### config.mk
export PLATFORM = sky130hd
export DESIGN_NAME = dtcm_lsu
export DESIGN_NICKNAME = d
export VERILOG_FILES = /design/src/rtl/dtcm_lsu.sv
export SDC_FILE = /design/constraint.sdc
export NUM_CORES = 1
export LEC_CHECK = 0
export BUFFER_PORTS_ARGS = -buffer_cell sky130_fd_sc_hd__buf_2
export CORE_UTILIZATION = 47
export DETAILED_ROUTE_END_ITERATION = 10
export GPL_ROUTABILITY_DRIVEN = 0
export PLACE_DENSITY = 0.87
export SETUP_SLACK_MARGIN = 0.1
export SLEW_MARGIN = 40
export SYNTH_ARGS = -nofsm -noshare
export SYNTH_HDL_FRONTEND = slang
export SYNTH_SLANG_ARGS = --single-unit
### constraint.sdc
create_clock -name clk -period 3.1 [get_ports clk]
set_clock_uncertainty 0.1 [all_clocks]
set_input_delay 0.31 -clock clk [delete_from_list [all_inputs] [get_ports clk]]
set_output_delay 0.31 -clock clk [all_outputs]
set_load 0.01 [all_outputs]
### src/rtl/dtcm_lsu.sv
// Load/store initiator for the single-port, word-wide D-TCM: byte/half/word loads with extension,
// sub-word stores as read-modify-write. Optional error counter: define DTCM_LSU_ERR_CNT_EN.
module dtcm_lsu #(
  parameter int unsigned DATA_WIDTH     = 32,
  parameter int unsigned ADDR_WIDTH     = 10,
  parameter int unsigned REQ_ADDR_WIDTH = 32
) (
  input  logic                      clk,
  input  logic                      rst,
  input  logic                      req_valid,
  output logic                      req_ready,
  input  logic                      req_we,
  input  logic [1:0]                req_size,
  input  logic                      req_unsigned,
  input  logic [REQ_ADDR_WIDTH-1:0] req_addr,
  input  logic [DATA_WIDTH-1:0]     req_wdata,
  output logic                      resp_valid,
  output logic [DATA_WIDTH-1:0]     resp_rdata,
  output logic                      resp_err,
  output logic                      mem_we,
  output logic [ADDR_WIDTH-1:0]     mem_addr,
  output logic [DATA_WIDTH-1:0]     mem_wdata,
  input  logic [DATA_WIDTH-1:0]     mem_rdata,
  output logic [15:0]               err_count
);

  typedef enum logic {IDLE, RMW_WR} state_e;

  state_e state_q, state_d;

  logic hs, req_err, sub_store, rmw_start, word_store;

  logic                  resp_valid_q, resp_valid_d;
  logic                  resp_err_q, resp_err_d;
  logic                  ld_q, ld_d;
  logic [1:0]            ld_size_q, ld_size_d;
  logic [1:0]            ld_lane_q, ld_lane_d;
  logic                  ld_uns_q, ld_uns_d;
  logic [ADDR_WIDTH-1:0] rmw_addr_q, rmw_addr_d;
  logic [1:0]            rmw_lane_q, rmw_lane_d;
  logic                  rmw_half_q, rmw_half_d;
  logic [15:0]           rmw_wdata_q, rmw_wdata_d;
  logic [DATA_WIDTH-1:0] merged;

  // Request decode and error classification
  always_comb begin
    req_err = (req_size == 2'b11)
            | ((req_size == 2'b01) & req_addr[0])
            | ((req_size == 2'b10) & (req_addr[1:0] != 2'b00))
            | (|req_addr[REQ_ADDR_WIDTH-1:ADDR_WIDTH+2]);
    hs         = req_valid & req_ready;
    sub_store  = req_we & ~req_size[1];
    rmw_start  = hs & ~req_err & sub_store;
    word_store = hs & ~req_err & req_we & (req_size == 2'b10);
  end

  // State register
  always_ff @(posedge clk) begin
    if (rst) state_q <= IDLE;
    else     state_q <= state_d;
  end

  // Next-state logic
  always_comb begin
    state_d = state_q;
    case (state_q)
      IDLE:    if (rmw_start) state_d = RMW_WR;
      RMW_WR:  state_d = IDLE;
      default: state_d = IDLE;
    endcase
  end

  // Lane merge for the write half of a sub-word store; mem_rdata holds the word read at T
  always_comb begin
    merged = mem_rdata;
    if (rmw_half_q) merged[{rmw_lane_q[1], 4'b0000} +: 16] = rmw_wdata_q;
    else            merged[{rmw_lane_q, 3'b000} +: 8]     = rmw_wdata_q[7:0];
  end

  // Output logic
  always_comb begin
    req_ready = (state_q == IDLE) & ~rst;
    mem_we    = 1'b0;
    mem_addr  = req_addr[ADDR_WIDTH+1:2];
    mem_wdata = req_wdata;
    case (state_q)
      RMW_WR: begin
        mem_we    = ~rst;
        mem_addr  = rmw_addr_q;
        mem_wdata = merged;
      end
      default: mem_we = word_store;
    endcase
  end

  // Response and capture registers
  always_comb begin
    resp_valid_d = hs ? ~rmw_start : (state_q == RMW_WR);
    resp_err_d   = hs & req_err;
    ld_d         = hs & ~req_err & ~req_we;
    ld_size_d    = hs ? req_size     : ld_size_q;
    ld_lane_d    = hs ? req_addr[1:0] : ld_lane_q;
    ld_uns_d     = hs ? req_unsigned : ld_uns_q;
    rmw_addr_d   = rmw_start ? req_addr[ADDR_WIDTH+1:2] : rmw_addr_q;
    rmw_lane_d   = rmw_start ? req_addr[1:0]            : rmw_lane_q;
    rmw_half_d   = rmw_start ? req_size[0]              : rmw_half_q;
    rmw_wdata_d  = rmw_start ? req_wdata[15:0]          : rmw_wdata_q;
  end

  always_ff @(posedge clk) begin
    if (rst) begin
      resp_valid_q <= 1'b0;
      resp_err_q   <= 1'b0;
      ld_q         <= 1'b0;
      ld_size_q    <= '0;
      ld_lane_q    <= '0;
      ld_uns_q     <= 1'b0;
      rmw_addr_q   <= '0;
      rmw_lane_q   <= '0;
      rmw_half_q   <= 1'b0;
      rmw_wdata_q  <= '0;
    end else begin
      resp_valid_q <= resp_valid_d;
      resp_err_q   <= resp_err_d;
      ld_q         <= ld_d;
      ld_size_q    <= ld_size_d;
      ld_lane_q    <= ld_lane_d;
      ld_uns_q     <= ld_uns_d;
      rmw_addr_q   <= rmw_addr_d;
      rmw_lane_q   <= rmw_lane_d;
      rmw_half_q   <= rmw_half_d;
      rmw_wdata_q  <= rmw_wdata_d;
    end
  end

  // Load data extraction from the registered TCM read
  logic [7:0]  ld_byte;
  logic [15:0] ld_half;
  always_comb begin
    ld_byte    = mem_rdata[{ld_lane_q, 3'b000} +: 8];
    ld_half    = mem_rdata[{ld_lane_q[1], 4'b0000} +: 16];
    resp_rdata = '0;
    if (resp_valid_q && ld_q) begin
      case (ld_size_q)
        2'b00:   resp_rdata = {{(DATA_WIDTH-8){~ld_uns_q & ld_byte[7]}}, ld_byte};
        2'b01:   resp_rdata = {{(DATA_WIDTH-16){~ld_uns_q & ld_half[15]}}, ld_half};
        default: resp_rdata = mem_rdata;
      endcase
    end
  end

  assign resp_valid = resp_valid_q;
  assign resp_err   = resp_err_q;

`ifdef DTCM_LSU_ERR_CNT_EN
  logic [15:0] err_count_q, err_count_d;
  always_comb begin
    err_count_d = err_count_q;
    if (hs && req_err && (err_count_q != 16'hFFFF)) err_count_d = err_count_q + 16'd1;
  end
  always_ff @(posedge clk) begin
    if (rst) err_count_q <= '0;
    else     err_count_q <= err_count_d;
  end
  assign err_count = err_count_q;
`else
  assign err_count = '0;
`endif

endmodule

==> results of run 1 <==
[stage by stage]
step / hold WS (ps) / power [mW] / cells / worst slack [ps]
2_1_floorplan: 287 / 0.695 / 488 / 599
3_3_place_gp: 354 / 0.821 / 723 / 478
3_5_place_dp: 362 / 0.832 / 723 / 276
4_1_cts: 117 / 1.19 / 731 / 171
5_1_grt: 115 / 1.24 / 732 / 72.6
6_report: 117 / 1.18 / 732 / 198
[routing by layer]
layer | wire, um | vias up | global-route usage [%]
li1 | - | 2001 | -
met1 | 5000 | 2004 | 36.2
met2 | 6030 | 315 | 47.3
met3 | 1310 | 49 | 4.35
met4 | 453 | 0 | 10.9
met5 | 0 | - | 0
[sequential cells by signal, indices dropped and copies added, names as in the netlist]
register and count:
ld_uns_q 1, ld_lane_q 2, ld_size_q 2, rmw_wdata_q 16, resp_valid 1, state_q 1, ld_q 1, resp_err 1
rmw_lane_q 2, rmw_addr_q 10, rmw_half_q 1
[final timing paths]
kind | start | end | slack (ps) | cells past startpoint
min | req_we | ld_q | 120 | 2
min reg2reg | rmw_addr_q[6] | rmw_addr_q[6] | 380 | 2
max reg2reg | state_q | rmw_wdata_q[11] | 1160 | 6
max | rmw_lane_q[0] | mem_wdata[24] | 200 | 8
[worst max-delay path, delay by kind of cell (launching register included)]
family                     cells  cell delay, ps
and+or+nand+nor                1             300
adders and majority gates      1             380
AOI/OAI and AO/OA              2             310
DFF                            1             520
muxes                          1             200
buffers and inverters          3             480
[what timing repair did]
action / CTS / global route
setup endpoints to repair: 8 / 8
gates resized for setup: 1 / 2
pin swaps: 0 / 1
cloned: 0 / 0
[power breakdown]
| part | switching, mW | total (mW) | internal (mW) | leakage, nW |
|---|---|---|---|---|
| sequential | 0.0140 | 0.508 | 0.494 | 0.308 |
| combinational | 0.177 | 0.320 | 0.143 | 1.81 |
| clock | 0.178 | 0.357 | 0.179 | 0.0472 |
| total | 0.369 | 1.18 | 0.816 | 2.16 |
[cell families after synthesis]
logic type               synth area share [%]
other                                  0.0975
buffers and inverters                    9.57
adder cells (fa/ha/maj)                  1.63
multiplexers                             24.1
AND/OR/NAND/NOR                          22.6
flip-flops                               19.8
AO/OA/AOI/OAI                            22.3
[final cells by class]
cell class              instances  area (um^2)  area share [%]
flip-flops and latches         38          762            15.8
clock buffers                   6         82.6            1.71
inverters                      16         60.1            1.25
multi-input cells             379         2800            58.1
clock inverters                 2         12.5           0.260
well taps                     102          128            2.65
repair buffers                189          975            20.2
[cells in the final DEF, fill, tap and decap left out, types with 6 or more instances in the layout]
cell | synthesis | routed
sky130_fd_sc_hd__a21o_1 | 16 | 16
sky130_fd_sc_hd__mux2_2 | 33 | 33
sky130_fd_sc_hd__o21ai_0 | 14 | 14
sky130_fd_sc_hd__nor2_1 | 26 | 26
sky130_fd_sc_hd__a21oi_1 | 25 | 25
sky130_fd_sc_hd__a31oi_1 | 7 | 7
sky130_fd_sc_hd__a221oi_1 | 39 | 39
sky130_fd_sc_hd__nand2_1 | 35 | 35
sky130_fd_sc_hd__clkbuf_8 | 0 | 6
sky130_fd_sc_hd__buf_2 | 5 | 179
sky130_fd_sc_hd__mux2i_1 | 52 | 52
sky130_fd_sc_hd__buf_4 | 17 | 8
sky130_fd_sc_hd__dfxtp_1 | 38 | 37
sky130_fd_sc_hd__conb_1 | 1 | 16
sky130_fd_sc_hd__inv_1 | 15 | 15
sky130_fd_sc_hd__nor3_1 | 10 | 10
sky130_fd_sc_hd__nand2b_1 | 65 | 65
==> tab_implementation.tex, run 1 <==
\begin{tabular}{lr}
\hline
Metric & Value \\
\hline
\multicolumn{2}{l}{\textbf{STA}} \\
Share of the cycle needed by the critical path after routing & between 90\% and 100\% \\
Worst max-slew margin expressed relative to the limit & 45.5\% \\
Count of final setup violators & 0 \\
Sum of negative setup slack & 0 ps \\
Final hold violations & 0 \\
Number of pins exceeding their max-slew limit in the final report & 0 \\
Setup repair after global routing missed its margin & true \\
Minimum clock period & 2900 ps \\
Highest clock rate & between 300 and 400 MHz \\
Worst-Margin Slew & a little over 800 ps \\
\multicolumn{2}{l}{\textbf{Logic synthesis}} \\
Ys flop type & sky130\_fd\_sc\_hd\_\_dfxtp\_1 \\
Most area-consuming cells after synthesis & sky130\_fd\_sc\_hd\_\_dfxtp\_1 20\%, sky130\_fd\_sc\_hd\_\_mux2i\_1 14\%, sky130\_fd\_sc\_hd\_\_nand2b\_1 11\%, sky130\_fd\_sc\_hd\_\_mux2\_2 9.7\%, sky130\_fd\_sc\_hd\_\_a221oi\_1 8.9\% \\
Fraction of post-synthesis cell area in the top cell type by area & about a fifth \\
Async set-reset flop share out of synthesis & 0\% \\
Gate Count Post-Synth & 473 \\
Distinct cell type count of the synthesized netlist & 46 \\
Top cell type by total area after synthesis & sky130\_fd\_sc\_hd\_\_dfxtp\_1 \\
Leading cell types by count after synthesis & 65 x sky130\_fd\_sc\_hd\_\_nand2b\_1, 52 x sky130\_fd\_sc\_hd\_\_mux2i\_1, 39 x sky130\_fd\_sc\_hd\_\_a221oi\_1, 38 x sky130\_fd\_sc\_hd\_\_dfxtp\_1, 35 x sky130\_fd\_sc\_hd\_\_nand2\_1 \\
Netlist area before placement & 3840 um\^{}2 \\
Number of enable-type register cells in the synthesized netlist & 0 \\
Most instantiated library cell after synthesis & sky130\_fd\_sc\_hd\_\_nand2b\_1 \\
Synth warn & 0 \\
Mean post-synth cell area & between 8 and 9 um\^{}2 \\
Share of synthesized area occupied by flip-flops and latches & between 10\% and 20\% \\
Number of synthesized register bits & 38 \\
\multicolumn{2}{l}{\textbf{Clocking}} \\
CTS tree & built \\
Clk Latency, worst-skew pair & around 290 ps \\
Num CTS Buffers & 5 \\
Number of buffers on the longest clock path & 2 \\
Number of hold-repair buffers added at the cts stage & 0 \\
H-tree lvl count & 2 \\
Number of sinks handled by clock tree synthesis & 38 \\
Root buf cell & sky130\_fd\_sc\_hd\_\_clkbuf\_8 \\
Clock transition at the registers of the reported paths & roughly 80 ps \\
Post-CTS setup repair buffer count & 0 \\
\multicolumn{2}{l}{\textbf{GRT}} \\
Number of global-route vias before repair & roughly 3900 \\
GRT Overall Usage & between 20 and 30\% \\
Largest net degree at the start of global routing & 68 \\
Total congestion overflow & 0 \\
Antenna violations before repair & 0 \\
Global-route wire length before repair & around 19000 um \\
\multicolumn{2}{l}{\textbf{Final layout}} \\
Final instance area & between 4000 and 5000 um\^{}2 \\
Fill cell total of the finished layout & 707 \\
Layout net count & about 740 \\
Final core utilization & roughly 62\% \\
Fraction of final layout cells sized beyond drive strength 1 & about 39\% \\
Area added between synthesis and finish & 25.3\% \\
N\_diodes & 0 \\
\multicolumn{2}{l}{\textbf{Placed design}} \\
IO buf count & 180 \\
HPWL after DPL & 9750 um \\
Instance area at placement & roughly 4700 um\^{}2 \\
\multicolumn{2}{l}{\textbf{Floorplanning}} \\
Cell Rows & 32 \\
Horizontal die dimension & 92.4 um \\
Die footprint & 8550 um\^{}2 \\
I/O pin count & 197 \\
Placeable Area & 7810 um\^{}2 \\
Height of the chip & $\sim$92 um \\
Initial Util & between 40\% and 50\% \\
\multicolumn{2}{l}{\textbf{Drt}} \\
Length of the first detailed-routing pass in iterations & 5 \\
Routed wire per std cell & 17.5 um \\
Number of remaining DRC errors & 0 \\
Initial detailed-routing violation count & about 320 \\
Residual antenna-violating net count after detailed routing & 0 \\
Vias after detailed routing & roughly 4400 \\
Sum of routed wire length over all layers & 12800 um \\
Post-detailed-route via-to-cell ratio & 5.97 \\
\multicolumn{2}{l}{\textbf{Setup path}} \\
CP peak stage delay & around 520 ps \\
Critical-path cell list & inv\_1 > ha\_1 > nor4bb\_1 > buf\_4 > a221oi\_1 > a21oi\_1 > mux2\_2 > buf\_2 \\
Critical-path top delay cell & sky130\_fd\_sc\_hd\_\_dfxtp\_1 \\
Required time of the worst setup path & $\sim$2700 ps \\
Endpoint arrival time on the critical path & between 2000 and 2500 ps \\
Crit path kind & flip-flop to output port \\
Kind of capture point of the worst setup path & output port \\
Highest fanout seen on the critical path & 8 \\
Kind of start point of the critical path & flip-flop \\
\multicolumn{2}{l}{\textbf{Flow run}} \\
Number of maximum-capacitance violations & 0 \\
\multicolumn{2}{l}{\textbf{Power}} \\
Power density over cell area & 246 nW/um\^{}2 \\
Reported leakage power & about 2.2 nW \\
Worst-case vdd ir drop & 263 uV \\
\multicolumn{2}{l}{\textbf{Run status}} \\
Status & finished clean \\
\multicolumn{2}{l}{\textbf{Hold path}} \\
Worst min-delay path category & primary input to flip-flop \\
\hline
\end{tabular}
No activity file was read; power rests on OpenSTA's default activity.
==> run 2, diff against run 1 <==
- CORE_UTILIZATION: 47 -> 45
- PLACE_DENSITY: 0.87 -> 0.84
==> run 2 against run 1 <==
Global-route usage shrank 1.0 points. Wire length shrank 1.9%. Non-clock buffer count is the same. Final area is the same. Via count shrank 3.0%. Critical path depth shrank 1. Combinational power is essentially flat. Sequential cell count is the same. Sequential share of layout area is the same. Critical endpoint is now mem_wdata[11]. Register-to-register slack lost 200 ps. Sequential power is essentially flat. Fmax grew 0.89%.
==> tab_implementation.tex, run 2 (synthesized netlist as in run 1, its figures left out) <==
\begin{tabular}{lr}
\hline
Metric & Value \\
\hline
\multicolumn{2}{l}{\textbf{Setup path}} \\
Required time of the worst setup path & 2690 ps \\
Kind of start point of the critical path & flip-flop \\
Highest fanout seen on the critical path & 8 \\
Endpoint arrival time on the critical path & 2470 ps \\
Critical-path cell list & inv\_1 > ha\_1 > and4b\_1 > a221oi\_1 > a21oi\_1 > mux2\_2 > buf\_2 \\
Kind of capture point of the worst setup path & output port \\
Reg-to-reg setup timing slack & 960 ps \\
CP peak stage delay & approximately 500 ps \\
Critical-path top delay cell & sky130\_fd\_sc\_hd\_\_dfxtp\_1 \\
Crit path kind & flip-flop to output port \\
\multicolumn{2}{l}{\textbf{GRT}} \\
Antenna violations before repair & 0 \\
Global-route wire length before repair & $\sim$19000 um \\
Largest net degree at the start of global routing & 68 \\
Total congestion overflow & 0 \\
Number of global-route vias before repair & $\sim$3700 \\
GRT Overall Usage & a little over a quarter \\
\multicolumn{2}{l}{\textbf{Final layout}} \\
Commonest cells after routing, fill and taps aside & 179 x sky130\_fd\_sc\_hd\_\_buf\_2, 65 x sky130\_fd\_sc\_hd\_\_nand2b\_1, 52 x sky130\_fd\_sc\_hd\_\_mux2i\_1 \\
Layout net count & approximately 740 \\
Most common library cell in the layout ignoring fill and taps & sky130\_fd\_sc\_hd\_\_buf\_2 \\
Largest registers & rmw\_wdata\_q x16, rmw\_addr\_q x10 \\
N\_diodes & 0 \\
Area occupied by multi-input gates & between 2000 and 3000 um\^{}2 \\
Max reg flops & 16 \\
Count of placed standard cells in the final layout, fillers left out & between 700 and 800 \\
Register with the highest flop count & rmw\_wdata\_q \\
Fill cell total of the finished layout & about 750 \\
Area added between synthesis and finish & 25.3\% \\
Fraction of final layout cells sized beyond drive strength 1 & 38.7\% \\
Seq. cell area & between 700 and 800 um\^{}2 \\
\multicolumn{2}{l}{\textbf{Hold path}} \\
Worst min-delay path category & primary input to flip-flop \\
\multicolumn{2}{l}{\textbf{Clocking}} \\
Number of buffers on the longest clock path & 2 \\
Post-CTS setup repair buffer count & 0 \\
Root buf cell & sky130\_fd\_sc\_hd\_\_clkbuf\_8 \\
Number of hold-repair buffers added at the cts stage & 0 \\
Clk Latency, worst-skew pair & slightly below 300 ps \\
Cells resized by post-CTS repair & 1 \\
Clock transition at the registers of the reported paths & 80 ps \\
CTS tree & built \\
Num CTS Buffers & 5 \\
H-tree lvl count & 2 \\
Number of sinks handled by clock tree synthesis & 38 \\
\multicolumn{2}{l}{\textbf{Placed design}} \\
HPWL after DPL & just under 10000 um \\
IO buf count & between 150 and 200 \\
Placed Cells incl. Taps & just over 700 \\
\multicolumn{2}{l}{\textbf{STA}} \\
Setup repair after global routing missed its margin & false \\
Hold WS & around 120 ps \\
Count of final setup violators & 0 \\
Highest clock rate & around 350 MHz \\
Minimum clock period & 2880 ps \\
Final hold violations & 0 \\
Worst-Margin Slew & around 790 ps \\
Share of the cycle needed by the critical path after routing & $\sim$93\% \\
Sum of negative setup slack & 0 ps \\
Worst max-slew margin expressed relative to the limit & between 40 and 50\% \\
Number of pins exceeding their max-slew limit in the final report & 0 \\
\multicolumn{2}{l}{\textbf{Drt}} \\
Post-detailed-route via-to-cell ratio & about 5.8 \\
Sum of routed wire length over all layers & approximately 13000 um \\
Residual antenna-violating net count after detailed routing & 0 \\
Initial detailed-routing violation count & between 200 and 250 \\
Number of remaining DRC errors & 0 \\
Vias after detailed routing & 4240 \\
Length of the first detailed-routing pass in iterations & 4 \\
Routed wire per std cell & 17.1 um \\
\multicolumn{2}{l}{\textbf{Flow run}} \\
Number of maximum-capacitance violations & 0 \\
\multicolumn{2}{l}{\textbf{Floorplanning}} \\
Cell Rows & 33 \\
Placeable Area & about 8300 um\^{}2 \\
Initial Util & between 40\% and 50\% \\
I/O pin count & between 150 and 200 \\
Height of the chip & 94.4 um \\
Die footprint & 8920 um\^{}2 \\
Horizontal die dimension & roughly 94 um \\
\multicolumn{2}{l}{\textbf{Power}} \\
Worst-case vdd ir drop & approximately 130 uV \\
Power, Total & about 1.2 mW \\
Power density over cell area & about 250 nW/um\^{}2 \\
Reported leakage power & around 2.2 nW \\
\multicolumn{2}{l}{\textbf{Run status}} \\
Status & finished clean \\
\hline
\end{tabular}
## run 2: power by group
part / leakage (nW) / internal (mW) / switching (mW) / total (mW)
clock: 0.0472 / 0.179 / 0.181 / 0.360
combinational: 1.81 / 0.143 / 0.176 / 0.319
sequential: 0.308 / 0.494 / 0.0133 / 0.507
## run 2: through the flow
step                      utilization [%]  area [um^2]  setup slack, ps
final                                58.3         4820              223
after detailed placement             56.9         4700              351
after global routing                 58.3         4820             37.8
after floorplan                         -         3900              599
after CTS                            58.1         4800              232
after global placement               56.9         4700              524
## run 2: layer usage
| layer | track usage, % | wire (um) | vias to the layer above |
|---|---|---|---|
| li1 | - | - | 2001 |
| met1 | 35.1 | 5140 | 1951 |
| met2 | 46.4 | 6080 | 266 |
| met3 | 4.11 | 1110 | 22 |
| met4 | 8.33 | 212 | 0 |
| met5 | 0 | 0 | - |
## run 2: layout make-up
| cell class | count | share of cell area (%) |
|---|---|---|
| Sequential cell | 38 | 15.8 |
| Timing Repair Buffer | 189 | 20.2 |
| Inverter | 16 | 1.25 |
| Multi-Input combinational cell | 379 | 58.1 |
| Clock inverter | 2 | 0.260 |
| Clock buffer | 6 | 1.71 |
| Tap cell | 105 | 2.73 |
## run 2: worst max-delay path: cells and delay by family (launching register included)
kind	cells	cell delay [ps]
AO/OA/AOI/OAI	2	450
adder cells (fa/ha/maj)	1	370
buffers and inverters	2	280
flip-flops	1	500
multiplexers	1	290
AND/OR/NAND/NOR	1	290
## run 2: worst paths after layout
kind	from	to	cells after the start
hold reg to reg	rmw_addr_q[1]	rmw_addr_q[1]	2
hold / removal	req_we	ld_q	2
setup reg to reg	state_q	rmw_addr_q[3]	6
setup / recovery	rmw_lane_q[0]	mem_wdata[11]	7
